==> src/rtl/ahb_master_pkg.sv <==
// Shared types for the AHB-Lite command initiator: HTRANS codes, phase state and response record.
// Pipelined address/data overlap is selected elsewhere with AHB_MASTER_PIPELINE_EN.
package ahb_master_pkg;

   localparam logic [1:0] HTRANS_IDLE   = 2'b00;
   localparam logic [1:0] HTRANS_NONSEQ = 2'b10;

   // Widest DATA_W the response record can carry; narrower buses zero-extend into it.
   localparam int RSP_DATA_W = 64;

   // Encoded as {a_vld, d_vld} so the flags are plain bit selects of the state.
   typedef enum logic [1:0] {
      PH_IDLE      = 2'b00,
      PH_DATA      = 2'b01,
      PH_ADDR      = 2'b10,
      PH_ADDR_DATA = 2'b11
   } phase_t;

   typedef struct packed {
      logic                  write;
      logic                  err;
      logic [RSP_DATA_W-1:0] rdata;
   } ahb_rsp_t;

endpackage

==> src/rtl/ahb_wait_timer.sv <==
// Data-phase wait-state counter. expired is high during the last wait cycle a data phase
// may spend with HREADYOUT low; the owner terminates the phase at the end of that cycle.
module ahb_wait_timer #(
   parameter int TIMEOUT = 16
) (
   input  logic clk,
   input  logic reset,
   input  logic clr,
   input  logic inc,
   output logic expired
);

   localparam int CW = (TIMEOUT < 2) ? 1 : $clog2(TIMEOUT);
   localparam logic [CW-1:0] LIMIT = CW'(TIMEOUT - 1);

   logic [CW-1:0] cnt_q;

   always_ff @(posedge clk or posedge reset) begin
      if (reset) begin
         cnt_q <= '0;
      end else if (clr) begin
         cnt_q <= '0;
      end else if (inc && !expired) begin
         cnt_q <= cnt_q + 1'b1;
      end
   end

   assign expired = (cnt_q == LIMIT);

endmodule

==> src/rtl/ahb_lite_master.sv <==
// Single-outstanding AHB-Lite initiator: valid/ready commands in, NONSEQ transfers out, one response each.
// Define AHB_MASTER_PIPELINE_EN to overlap the address phase of command n+1 with the data phase of n.
module ahb_lite_master
   import ahb_master_pkg::*;
#(
   parameter int ADDR_W  = 32,
   parameter int DATA_W  = 32,
   parameter int TIMEOUT = 16
) (
   input  logic              clk,
   input  logic              reset,
   // Command handshake: a command transfers on a rising edge where cmd_valid && cmd_ready.
   // Responses are single-cycle rsp_valid pulses in command order with no backpressure.
   input  logic              cmd_valid,
   output logic              cmd_ready,
   input  logic              cmd_write,
   input  logic [ADDR_W-1:0] cmd_addr,
   input  logic [DATA_W-1:0] cmd_wdata,
   output logic              rsp_valid,
   output logic              rsp_write,
   output logic              rsp_err,
   output logic [DATA_W-1:0] rsp_rdata,
   output logic              HSEL,
   output logic [ADDR_W-1:0] HADDR,
   output logic [1:0]        HTRANS,
   output logic              HWRITE,
   output logic [DATA_W-1:0] HWDATA,
   output logic              HREADY,
   input  logic              HREADYOUT,
   input  logic [DATA_W-1:0] HRDATA,
   output phase_t            dbg_state
);

   phase_t state_q, state_d;
   logic   a_vld, d_vld, a_nxt, d_nxt;
   logic   a_done, d_done, tmo, cmd_acc, expired;

   logic [ADDR_W-1:0] haddr_q;
   logic              hwrite_q;
   logic [DATA_W-1:0] a_wdata_q, hwdata_q;
   logic              d_write_q;
   logic              drop_pend_q, drop_write_q;
   logic              rsp_valid_q;
   ahb_rsp_t          rsp_q, rsp_d;

   assign a_vld  = state_q[1];
   assign d_vld  = state_q[0];
   assign a_done = a_vld && HREADYOUT;
   assign d_done = d_vld && HREADYOUT;
   assign tmo    = d_vld && !HREADYOUT && expired;

`ifdef AHB_MASTER_PIPELINE_EN
   assign cmd_ready = !reset && ((!a_vld && !d_vld && !drop_pend_q) || (a_vld && HREADYOUT));
`else
   assign cmd_ready = !reset && !a_vld && !d_vld && !drop_pend_q;
`endif

   assign cmd_acc = cmd_valid && cmd_ready;

   ahb_wait_timer #(.TIMEOUT(TIMEOUT)) u_wait_timer (
      .clk     (clk),
      .reset   (reset),
      .clr     (a_done),
      .inc     (d_vld && !HREADYOUT),
      .expired (expired)
   );

   always_ff @(posedge clk or posedge reset) begin
      if (reset) begin
         state_q <= PH_IDLE;
      end else begin
         state_q <= state_d;
      end
   end

   // A timeout kills both phases at once; the dropped address phase is answered a cycle later.
   always_comb begin
      a_nxt = a_vld;
      d_nxt = d_vld;
      if (tmo) begin
         a_nxt = 1'b0;
         d_nxt = 1'b0;
      end else begin
         if (d_done) d_nxt = 1'b0;
         if (a_done) begin
            a_nxt = 1'b0;
            d_nxt = 1'b1;
         end
         if (cmd_acc) a_nxt = 1'b1;
      end
      state_d = phase_t'({a_nxt, d_nxt});
   end

   always_comb begin
      rsp_d = '0;
      if (drop_pend_q) begin
         rsp_d.write = drop_write_q;
         rsp_d.err   = 1'b1;
      end else if (tmo) begin
         rsp_d.write = d_write_q;
         rsp_d.err   = 1'b1;
      end else if (d_done) begin
         rsp_d.write = d_write_q;
         rsp_d.rdata = d_write_q ? '0 : RSP_DATA_W'(HRDATA);
      end
   end

   always_ff @(posedge clk or posedge reset) begin
      if (reset) begin
         haddr_q      <= '0;
         hwrite_q     <= 1'b0;
         a_wdata_q    <= '0;
         hwdata_q     <= '0;
         d_write_q    <= 1'b0;
         drop_pend_q  <= 1'b0;
         drop_write_q <= 1'b0;
         rsp_valid_q  <= 1'b0;
         rsp_q        <= '0;
      end else begin
         if (cmd_acc) begin
            haddr_q   <= cmd_addr;
            hwrite_q  <= cmd_write;
            a_wdata_q <= cmd_write ? cmd_wdata : '0;
         end
         if (a_done) begin
            hwdata_q  <= a_wdata_q;
            d_write_q <= hwrite_q;
         end
         drop_pend_q <= tmo && a_vld;
         if (tmo) drop_write_q <= hwrite_q;
         rsp_valid_q <= d_done || tmo || drop_pend_q;
         rsp_q       <= rsp_d;
      end
   end

   assign HSEL      = a_vld;
   assign HTRANS    = a_vld ? HTRANS_NONSEQ : HTRANS_IDLE;
   assign HADDR     = haddr_q;
   assign HWRITE    = hwrite_q;
   assign HWDATA    = hwdata_q;
   assign HREADY    = HREADYOUT;
   assign rsp_valid = rsp_valid_q;
   assign rsp_write = rsp_q.write;
   assign rsp_err   = rsp_q.err;
   assign rsp_rdata = rsp_q.rdata[DATA_W-1:0];
   assign dbg_state = state_q;

endmodule

==> config.mk <==
export PLATFORM = sky130hd
export DESIGN_NAME = ahb_lite_master
export DESIGN_NICKNAME = d
export VERILOG_FILES = /design/src/rtl/ahb_master_pkg.sv /design/src/rtl/ahb_wait_timer.sv /design/src/rtl/ahb_lite_master.sv
export SDC_FILE = /design/constraint.sdc
export NUM_CORES = 1
export LEC_CHECK = 0
export ABC_AREA = 0
export CAP_MARGIN = 20
export CORE_MARGIN = 3
export CORE_UTILIZATION = 30
export DETAILED_ROUTE_END_ITERATION = 16
export DONT_BUFFER_PORTS = 1
export PLACE_DENSITY = 0.53
export SYNTH_ARGS = -nofsm -noshare
export SYNTH_HDL_FRONTEND = slang
export SYNTH_SLANG_ARGS = --single-unit
==> constraint.sdc <==
create_clock -name clk -period 3.65 [get_ports clk]
set_input_delay 0.1825 -clock clk [delete_from_list [all_inputs] [get_ports clk]]
set_output_delay 0.1825 -clock clk [all_outputs]
set_load 0.02 [all_outputs]
==> impl_summary.md, run 1 <==
Clock tree
The clock root buffer master is sky130_fd_sc_hd__clkbuf_16. The maximum buffer depth of the clock tree is 2. Counting the buffers created by CTS gives 17. The clock network latency to the later pin of the worst-skew pair is between 0.4 and 0.5 ns. TritonCTS built the clock tree. The H-tree depth reported by CTS is 4. For this design, the sink count on the clock tree is between 100 and 150. Post-CTS repair changed the size of 0 cells.

The clock edge transition at the registers on the reported setup and hold paths is roughly 0.060 ns.

Floorplanning
Once the floorplan was initialized, standard cells occupied approximately 30% of the core. The die is about 140 µm tall. The region available for standard cell placement spans about 0.017 mm². The die footprint is ~0.02 mm². The row count is 48.

From left edge to right edge, the die measures approximately 140 µm. The number of placed I/O pins is ~210.

Placed design
The total half-perimeter wirelength after legalization and detailed placement is approximately 7.9 mm. The final weighted congestion in routability-driven placement is about 0.71. Buffers placed on the I/O ports in this run total 0. The worst slack after detailed placement is between 1 and 1.5 ns. The count of placed standard cells including taps is between 600 and 700.

Detailed routing
The number of design-rule violations left by the first detailed-router iteration is 127. The number of nets with antenna violations after detailed routing is 0. The aggregate routed wire length is approximately 12 mm. The average wire per standard cell is 16.2 µm. The first detailed-routing pass took 4 iterations. The routed via count is 3,331. After detailed routing, the number of vias per cell comes to about 4.3. The remaining design rule violation count is 0.

Timing
The final count of negative-setup-slack endpoints is 0. The highest attainable clock frequency is 405 MHz. The minimum clock period is about 2.5 ns.

Setup repair after global routing left no endpoint under its margin. The actual transition at the worst max-transition pin is 0.858 ns. The max-slew violation total from the final report is 0.

The worst hold slack after final layout is around 0.093 ns. The final-report hold violation count is 0. Between clock sinks in the finished design, the worst skew comes to about 0.0085 ns. The final critical-path share of the clock period is approximately two thirds. Measured against its own limit, the worst slew margin works out to a little over two fifths. The final worst-path setup slack is 1.18 ns.

The setup TNS is 0 ns.

Power
The cell area power density is 696 mW/mm². The total leakage power is around 3.5 nW. The post-layout total power is about 0.005 W.

VDD sags by at most about 0.29 mV.

Synthesis
The most repeated cell in the gate-level netlist after synthesis is sky130_fd_sc_hd__dfrtp_1. The number of flops mapped to enable cells by yosys is 0. After synthesis the netlist holds a flip-flop and latch count of between 100 and 150. The dominant synthesized flop cell is sky130_fd_sc_hd__dfrtp_1.

The fraction of the yosys area taken by sequential cells is between 60% and 70%. By area the synthesized netlist is led by sky130_fd_sc_hd__dfrtp_1, sky130_fd_sc_hd__mux2_2, sky130_fd_sc_hd__mux2i_1, sky130_fd_sc_hd__nand2_1, sky130_fd_sc_hd__and2_1. The synthesized design spends more area on one cell type than any other, namely sky130_fd_sc_hd__dfrtp_1. The mapped cell area is 0.00535 mm².

After synthesis, the netlist uses 29 different library cells. The net count after synthesis is 530. By count the netlist is led by sky130_fd_sc_hd__dfrtp_1, sky130_fd_sc_hd__nand2_1, sky130_fd_sc_hd__o21ai_0.

Of the post-synthesis cell area, the dominant cell type holds 66.0%. For this run, the number of Yosys warnings is 0. After synthesis, the share of flip-flops with an asynchronous set or reset is 100%. After technology mapping, the gate count stands at about 430. A synthesized cell averages between 10 and 15 µm².

Layout
The combined area of the multi-input logic cells is ~0.0016 mm². The final cell count without fillers is 766. 0 antenna diodes ended up in the layout. The number of nets at the end of the flow is between 600 and 700. The layout has approximately 1,600 filler cells. The area added between synthesis and finish is 34.3%. Across the whole layout, storage elements account for 0.00353 mm². In the final layout, the share of cells above drive strength 1 is ~15%.

Worst setup path
The endpoint arrival time on the critical path is between 2 and 3 ns. The capturing element type of the critical path is a flip-flop. The required time at the endpoint of the critical path is between 3 and 4 ns. The kind of start point of the critical path is a flip-flop. The start-to-end type of the worst setup path is reg -> reg. The worst register-to-register path has a depth of 4. Of all nets on the critical path, the largest fanout is 53.

Worst hold path
The kind of path behind the tightest hold check is in -> reg. Counting instances, the worst hold path has a depth of 3.

Global routing
The largest net degree at the start of global routing is 54. The remaining global-route overflow is 0. The via count of the first global-routing pass came to between 3,000 and 4,000.

The first-pass GRT wire length is approximately 20 mm. The number of antenna violations at the first check in global routing is 0. The global-route usage over all layers is between 10% and 20%.

Run status
The flow ran to the end, and the final reports show no timing, DRC or antenna violations.

Job
Across the run, the number of max-cap violations was 0.
[area by class of cell]
class	instances	area share, %
Clock buffer	20	6.22
Sequential cell	141	49.1
Tap cell	225	3.92
Multi-Input combinational cell	229	22.0
Clock inverter	12	2.25
Timing Repair Buffer	106	14.7
Inverter	33	1.78
[critical path, stage by stage, from the launching register on]
cell	delay (ns)
sky130_fd_sc_hd__dfrtp_1	0.54
sky130_fd_sc_hd__nor4_4	0.60
sky130_fd_sc_hd__nand2_4	0.57
sky130_fd_sc_hd__buf_4	0.44
sky130_fd_sc_hd__mux2i_1	0.15
[path summary, 6_finish.rpt]
path | from | end | slack [ns]
hold / removal | cmd_write | a_wdata_q[23] | 0.09
setup reg to reg | dbg_state[0] | a_wdata_q[7] | 1.18
min in group asynchronous | reset | drop_pend_q | 0.29
setup / recovery | dbg_state[0] | a_wdata_q[7] | 1.18
max in group asynchronous | reset | rsp_rdata[22] | 2.42
hold reg to reg | a_wdata_q[31] | a_wdata_q[31] | 0.49
[where the power goes]
group | internal [W] | leakage (nW) | switching (W) | total (W)
combinational | 0.000338 | 1.39 | 0.000309 | 0.000646
sequential | 0.00197 | 1.81 | 0.000627 | 0.00259
clock | 0.00110 | 0.288 | 0.000657 | 0.00176
[layer usage]
| layer | vias up | global-route usage (%) | part of all wire (%) |
|---|---|---|---|
| met2 | 111 | 23.0 | 53 |
| met1 | 1634 | 15.2 | 40 |
| met4 | 0 | 3.86 | 0.85 |
| met3 | 5 | 4.78 | 6.7 |
| li1 | 1581 | - | - |
| met5 | - | 0 | 0 |
[registers in the layout, summed over array words and instances, names as in the netlist]
register	flops
rsp_valid	1
rsp_write	1
drop_pend_q	1
rsp_rdata	32
HADDR	32
HWDATA	32
d_write_q	1
drop_write_q	1
HWRITE	1
rsp_err	1
a_wdata_q	32
dbg_state	2
u_wait_timer.cnt_q	4
[repair_timing]
item | in CTS | in global routing
hold buffers | 100 | 0
setup buffers | 0 | 0
endpoints found under the hold margin | 118 | 0
endpoints found under the setup margin | 0 | 0
[layout by cell type, fill, tap and decap left out, types with 3 or more instances in the layout]
master                          count
sky130_fd_sc_hd__mux2_2            29
sky130_fd_sc_hd__clkbuf_16         17
sky130_fd_sc_hd__inv_6              3
sky130_fd_sc_hd__mux2_4             7
sky130_fd_sc_hd__nand2_1           66
sky130_fd_sc_hd__nand2b_1           5
sky130_fd_sc_hd__mux2i_1           32
sky130_fd_sc_hd__and2_1            32
sky130_fd_sc_hd__buf_4              6
sky130_fd_sc_hd__dfrtp_1          141
sky130_fd_sc_hd__dlygate4sd3_1     99
sky130_fd_sc_hd__o21ai_0           35
sky130_fd_sc_hd__bufinv_16          3
sky130_fd_sc_hd__clkinvlp_4         4
sky130_fd_sc_hd__inv_1             32
[cells by family (layout without fill, tap and decap cells)]
| family | count (synthesis) | after routing | synth area share (%) |
|---|---|---|---|
| multiplexers | 68 | 68 | 14.1 |
| other | 1 | 1 | 0.0701 |
| buffers and inverters | 58 | 171 | 4.68 |
| AND/OR/NAND/NOR | 117 | 117 | 10.8 |
| AO/OA/AOI/OAI | 42 | 42 | 4.21 |
| flip-flops | 141 | 141 | 66.0 |
| adder cells (fa/ha/maj) | 1 | 1 | 0.234 |
[per-stage QoR]
stage	cell area [µm²]	util, %
4_1_cts	7180	41.4
2_1_floorplan	5350	-
3_3_place_gp	5560	32.1
5_1_grt	7180	41.4
3_5_place_dp	5560	32.1
6_report	7180	41.4
Note: power is estimated with default switching activity, not from simulation.
==> run 2: changes to the inputs <==
Settings changed: PLACE_DENSITY 0.53 to 0.52.
Clock period 3.65 ns to 2.35 ns, I/O delays scaled along.
==> run 2 against run 1 <==
  * Count of clock-buffer cells in the layout shrank 2
  * Global-route usage shrank 0.12 points
  * Clock skew shrank 0.0039 ns
  * Worst hold slack lost 0.065 ns
  * Setup slack lost 0.69 ns
  * Cell count grew 0.65%
  * Critical endpoint is now a_wdata_q[31]
==> impl_summary.md, run 2 (synthesized netlist as in run 1, its figures left out) <==
Detailed routing
The first detailed-routing pass took 5 iterations. The routed via count is between 3,000 and 4,000. Dividing the detail-routed wire length by the instance count gives approximately 16 µm. The number of design-rule violations left by the first detailed-router iteration is approximately 110. The number of nets with antenna violations after detailed routing is 0.

The remaining design rule violation count is 0. The vias per cell is ~4.4. The aggregate routed wire length is roughly 12 mm.

Layout
The antenna diode count is 0. The area added between synthesis and finish is 35.6%. The library cell used most frequently in the layout, excluding fill and tap cells, is sky130_fd_sc_hd__dfrtp_1. With fillers left out, the area of the finished cells amounts to a little over 0.007 mm². Cells fill 41.8% of the core in the end. The number of nets at the end of the flow is roughly 640. Counting the fill cells in the layout gives 1,610. The post-route netlist has around 15% of its cells at a drive strength greater than 1. Leaving out fill and tap cells, the most frequent cells in the layout are sky130_fd_sc_hd__dfrtp_1, sky130_fd_sc_hd__dlygate4sd3_1, sky130_fd_sc_hd__nand2_1, sky130_fd_sc_hd__o21ai_0.

Timing
In this run the tightest slew margin relative to its limit is approximately 46%. The final-report hold violation count is 0. The actual transition at the worst max-transition pin is around 0.81 ns. The setup TNS is 0 ns. Setup violations remaining at the end of the flow were counted as 0.

Based on the critical path, the design can be clocked at up to about 540 MHz. The final critical-path share of the clock period is between 70% and 80%. For the final database, setup skew stands at roughly 0.0046 ns. Setup repair after global routing left no endpoint under its margin. On the final layout, the worst hold slack is 0.0282 ns. The max-slew violation total from the final report came to 0. The minimum clock period is between 1.5 and 2 ns.

Run status
The run finished with clean final reports.

Floorplanning
The floorplan step defined a die boundary enclosing about 0.019 mm². The floorplan step set the die height to ~140 µm. The core area is 0.0174 mm². From left edge to right edge, the die measures about 140 µm.

The starting utilization of the core area is a little under a third. For this design the top-level I/O count stands at about 210. In this run the core area contains between 40 and 50 standard-cell rows.

Power
Per report_power, the sequential group accounts for a little over 50% of the total. Dividing total power by cell area gives a power density of approximately 1100 mW/mm². Internal power comes to approximately 0.0053 W. In this run the power spent charging and discharging nets is approximately 0.0025 W. The clock network burns 35.3% of the power. The worst supply voltage drop on vdd is 0.461 mV.

The total leakage power is about 3.5 nW. The switching fraction of total power is about a third. Combinational logic is responsible for 13.0% of the overall power.

Clock tree
The maximum buffer depth of the clock tree is 2. TritonCTS built the clock tree. The CTS buffer count is 17. CTS saw about 140 sinks. The clock edge transition at the registers on the reported setup and hold paths is around 0.060 ns. At the later pin of the worst-skew pair, clock insertion delay measures just over 0.4 ns. CTS placed an instance of sky130_fd_sc_hd__clkbuf_16 at the clock tree root. The number of resized instances in the post-cts repair step is 0. The clock tree synthesis step divided the H-tree into 4 levels.

Global routing
The first-pass GRT wire length is 19.8 mm. The via count of the first global-routing pass is approximately 3,800. Across every metal layer, demand over resource in global routing totals about an eighth.

The number of antenna violations at the first check in global routing is 0. After global routing the overflow that remains totals 0. The largest net degree at the start of global routing is 76.

Worst setup path
The endpoint arrival time on the critical path is around 2.2 ns. The signal on the critical path passes through nor4_4 -> nand2_4 -> buf_4 -> a21bo_2. The biggest fanout along the worst timing path is 25. The start-to-end type of the worst setup path is reg -> reg. The startpoint of the most critical setup path is dbg_state[0].

The kind of start point of the critical path is a flip-flop. At the worst endpoint, the required time is 2.65 ns. The family with the most delay on the worst path is simple AND/OR/NAND/NOR gates. The launching point of the worst reg2reg path is dbg_state[0]. On the worst path, the slowest cell contributes a delay of ~0.53 ns. The capturing element type of the critical path is a flip-flop. The total buffers and inverters traversed by the critical path is 1. The highest-delay cell along the critical path is sky130_fd_sc_hd__dfrtp_1.

Worst hold path
The tightest min-delay check is of the in -> reg type. The hold path startpoint is cmd_write.

Placed design
During placement, the flow inserted port buffers numbering 0. The final weighted congestion in routability-driven placement is around 0.75. The total half-perimeter wirelength after legalization and detailed placement is between 8 and 9 mm. Once placement finished, the instance area stood at roughly 0.0056 mm².

Job
Max-cap violations in this run came to 0.
run 2: changes by cell type in the layout (fill, tap and decap cells not counted):
cell                            before  now
sky130_fd_sc_hd__clkbuf_8            1    0
sky130_fd_sc_hd__clkinv_2            1    2
sky130_fd_sc_hd__buf_12              1    3
sky130_fd_sc_hd__inv_6               3    5
sky130_fd_sc_hd__dlygate4sd3_1      99  102
sky130_fd_sc_hd__inv_8               0    1
sky130_fd_sc_hd__clkinvlp_4          4    2
sky130_fd_sc_hd__clkbuf_1            2    1
run 2: final cells by class:
class	instances	area (µm²)	share of cell area, %
clock buffer	18	429	5.92
sequential	141	3530	48.6
clock inverter	14	180	2.48
timing repair buffer	111	1130	15.5
inverter	33	128	1.76
multi-input combinational	229	1580	21.8
tap	225	282	3.88
run 2: stage by stage:
step           setup WS [ns]  std cells  power (W)
2_1_floorplan          0.469        428    0.00467
3_3_place_gp           0.490        636    0.00491
3_5_place_dp           0.456        636    0.00497
4_1_cts                0.440        771    0.00793
5_1_grt                0.369        771    0.00825
6_report               0.493        771    0.00780
run 2: layer usage:
metal	wire, µm	GRT usage [%]	up-vias
li1	-	-	1592
met1	4610	14.0	1667
met2	6480	23.1	114
met3	879	4.88	16
met4	271	5.46	0
met5	0	0	-
run 2: what timing repair did:
| action | CTS | global route |
|---|---|---|
| hold buffers | 103 | 0 |
| setup buffers | 0 | 0 |
| endpoints found under the hold margin | 246 | 0 |
run 2: power by group through the flow:
stage	clock network [W]	logic [W]	registers (W)
after floorplan	0	0.000734	0.00394
after global placement	0	0.000838	0.00407
after detailed placement	0	0.000884	0.00409
after CTS	0.00285	0.00103	0.00405
after global routing	0.00296	0.00117	0.00411
final	0.00276	0.00101	0.00403
run 2: final timing paths:
path                                 endpoint  slack [ns]  cells after the start
worst max register to register  a_wdata_q[31]        0.49                      4
worst min-delay path            a_wdata_q[13]        0.03                      3
max in group asynchronous        a_wdata_q[1]        1.29                      3
worst min register to register  a_wdata_q[31]        0.49                      1
min in group asynchronous        drop_write_q        0.34                      3
worst max-delay path            a_wdata_q[31]        0.49                      4
run 2: worst min-delay path: stages:
cell	delay [ns]
sky130_fd_sc_hd__buf_12	0.15
sky130_fd_sc_hd__nand2_1	0.07
sky130_fd_sc_hd__mux2i_1	0.05
==> run 3: changes to the inputs <==
Settings changed: PLACE_DENSITY 0.52 to 0.53.
Clock period 2.35 ns to 1.7 ns, I/O delays scaled along.
==> run 3 against run 2 <==
  * Core utilization up 0.92 points
  * Non-clock buffer count grew 11
  * Wire length rose by 3.5%
==> impl_summary.md, run 3 (synthesized netlist as in run 1, its figures left out) <==
Run status
The flow ran to the end, and the final reports show no timing, DRC or antenna violations.

Job
Across the run, the number of max-cap violations was 0.

Detailed routing
In this run the remaining antenna-violating nets after routing total 0. The vias per cell is 4.46. The remaining design rule violation count is 0. The aggregate routed wire length is 12.7 mm. After detailed routing, the average wire length per cell comes to 16.2 µm.

The routed via count is roughly 3,500. The number of design-rule violations left by the first detailed-router iteration is 122. For this run, the detailed router's first-pass iteration total came to 6.

Floorplanning
The initial utilization of the core area, before any placement, comes to a little under a third. The die footprint is 0.0195 mm². The floorplan step set the die width to about 140 µm. The core area is approximately 0.017 mm². During I/O placement, the number of pins put on the boundary was 208.

The vertical die dimension is approximately 140 µm. In this run the core area contains 48 standard-cell rows.

Placed design
The congestion estimate from routability-driven global placement came to 0.701. The placed instance area is between 0.005 and 0.006 mm². The total half-perimeter wirelength after legalization and detailed placement is slightly above 8 mm. The quantity of I/O buffers inserted on ports is 0.

Prior to clock tree synthesis, the placed netlist has a worst setup slack of roughly 0.15 ns. Once placement completed, the tool counted placed cells totaling 637.

Power
For this design the ratio of total power to cell area is ~1500 mW/mm². The total leakage power is 3.58 nW. The power spent charging and discharging nets is about 0.0034 W.

The clock network power share is between 30% and 40%. The post-layout total power is about 0.011 W. Sequential cells account for between 50% and 60% of the total power. Combinational cells account for 13.4% of the total power.

IR analysis of the VDD net gives a maximum drop of 0.650 mV. The internal power of the cells totals 0.00753 W. Of the total power, the share spent switching nets is a little under a third.

Worst setup path
The capturing element type of the critical path is a flip-flop. The biggest fanout along the worst timing path is 37. The critical path is of the reg -> reg type. STA puts the critical path data required time at 2.00 ns.

Data on the critical path arrives at its endpoint at approximately 1.9 ns. STA classifies the critical path startpoint as a flip-flop.

Timing
Setup repair after global routing left no endpoint under its margin. The routed design could run at a clock period as short as about 1.6 ns. The final-report hold violation count is 0. The max-slew violation total from the final report is 0. The final count of negative-setup-slack endpoints is 0. The highest attainable clock frequency is approximately 640 MHz. The final worst-path setup slack is 0.141 ns.

Dividing the final minimum period by the clock period gives 91.7%. Across the routed clock network, the largest skew measured is about 0.016 ns. The worst slew margin relative to its limit is a little over half. The actual transition at the worst max-transition pin is slightly below 0.7 ns.

Global routing
The via count of the first global-routing pass is ~3,800. For this run, the total global-route usage over all layers was measured as between 10% and 20%. The number of antenna violations at the first check in global routing is 0. Entering global routing, the biggest net connects 90 pins. The first-pass GRT wire length is just over 20 mm. The remaining global-route overflow is 0.

Layout
The library cell used most frequently in the layout, excluding fill and tap cells, is sky130_fd_sc_hd__dfrtp_1. The number of inserted filler cells in the final layout is about 1,600. The finished cells cover 0.00741 mm². The library cells used most frequently in the layout, excluding fill and tap cells, are sky130_fd_sc_hd__dfrtp_1, sky130_fd_sc_hd__dlygate4sd3_1, sky130_fd_sc_hd__nand2_1, sky130_fd_sc_hd__o21ai_0. The number of nets at the end of the flow is between 600 and 700. The fraction of the core area covered by cells at the end of the flow is 42.7%. 0 antenna diodes ended up in the layout. The area added between synthesis and finish is 38.6%.

The post-route netlist has roughly 15% of its cells at a drive strength greater than 1. The final cell count without fillers is 781.

Clock tree
The number of resized instances in the post-cts repair step is 0. The TritonCTS clock tree is done. The clock edge transition at the registers on the reported setup and hold paths is 0.06 ns.

The clock root buffer master is sky130_fd_sc_hd__clkbuf_16. The number of sinks driven by the clock tree is approximately 140. The H-tree depth reported by CTS is 4. The maximum buffer depth of the clock tree is 2.

The buffers inserted during post-CTS setup optimization is 0. After clock tree synthesis, the flow added hold-fix buffers numbering between 100 and 150. Clock latency on the worst-skew pair, taken at its later pin, is 0.42 ns. The CTS buffer count is 17.

Worst hold path
The kind of path behind the tightest hold check is in -> reg.
[run 3: changes by cell type in the layout (fill, tap and decap cells not counted), moves of 2 or more]
cell	change
sky130_fd_sc_hd__buf_12	+3
sky130_fd_sc_hd__buf_4	-2
sky130_fd_sc_hd__clkbuf_8	+2
sky130_fd_sc_hd__dlygate4sd3_1	+10
sky130_fd_sc_hd__inv_6	-5
[run 3: final timing paths]
| path | slack [ns] | cells after the start | end | start |
|---|---|---|---|---|
| min in group asynchronous | 0.30 | 3 | rsp_rdata[21] | reset |
| setup / recovery | 0.14 | 4 | HADDR[1] | drop_pend_q |
| hold / removal | 0.08 | 3 | a_wdata_q[3] | cmd_valid |
| setup reg to reg | 0.14 | 4 | HADDR[1] | drop_pend_q |
| max in group asynchronous | 0.82 | 3 | a_wdata_q[12] | reset |
| hold reg to reg | 0.49 | 1 | a_wdata_q[31] | a_wdata_q[31] |
[run 3: power by group through the flow]
stage                     sequential (W)  clock, W  combinational [W]
after floorplan                  0.00544         0            0.00101
after global placement           0.00562         0            0.00119
after detailed placement         0.00564         0            0.00127
after CTS                        0.00559   0.00405            0.00149
after global routing             0.00567   0.00421            0.00167
final                            0.00556   0.00391            0.00146
[run 3: cell type report]
type | instances | area [µm²] | share of cell area (%)
clock inverter | 10 | 164 | 2.21
tap | 225 | 282 | 3.80
inverter | 33 | 128 | 1.72
multi-input combinational | 229 | 1580 | 21.3
sequential | 141 | 3530 | 47.6
timing repair buffer | 122 | 1270 | 17.1
clock buffer | 21 | 460 | 6.21
[run 3: worst max-delay path: stages, from the launching register on]
cell	delay, ns
sky130_fd_sc_hd__dfrtp_1	0.44
sky130_fd_sc_hd__nor4_4	0.35
sky130_fd_sc_hd__nand2_4	0.11
sky130_fd_sc_hd__buf_12	0.19
sky130_fd_sc_hd__mux2_4	0.33
[run 3: layer usage]
metal | up-vias | GRT usage [%] | part of all wire (%)
li1 | 1613 | - | -
met3 | 23 | 5.22 | 7.0
met1 | 1724 | 15.1 | 40
met4 | 0 | 6.02 | 2.7
met2 | 127 | 22.7 | 51
met5 | - | 0 | 0
[run 3: stage by stage]
stage / TNS, ns / hold slack, ns
6_report: 0 / 0.0772
3_5_place_dp: 0 / 0.146
4_1_cts: 0 / 0.0580
5_1_grt: 0 / 0.0654
2_1_floorplan: -21.82 / 0.176
3_3_place_gp: 0 / 0.138
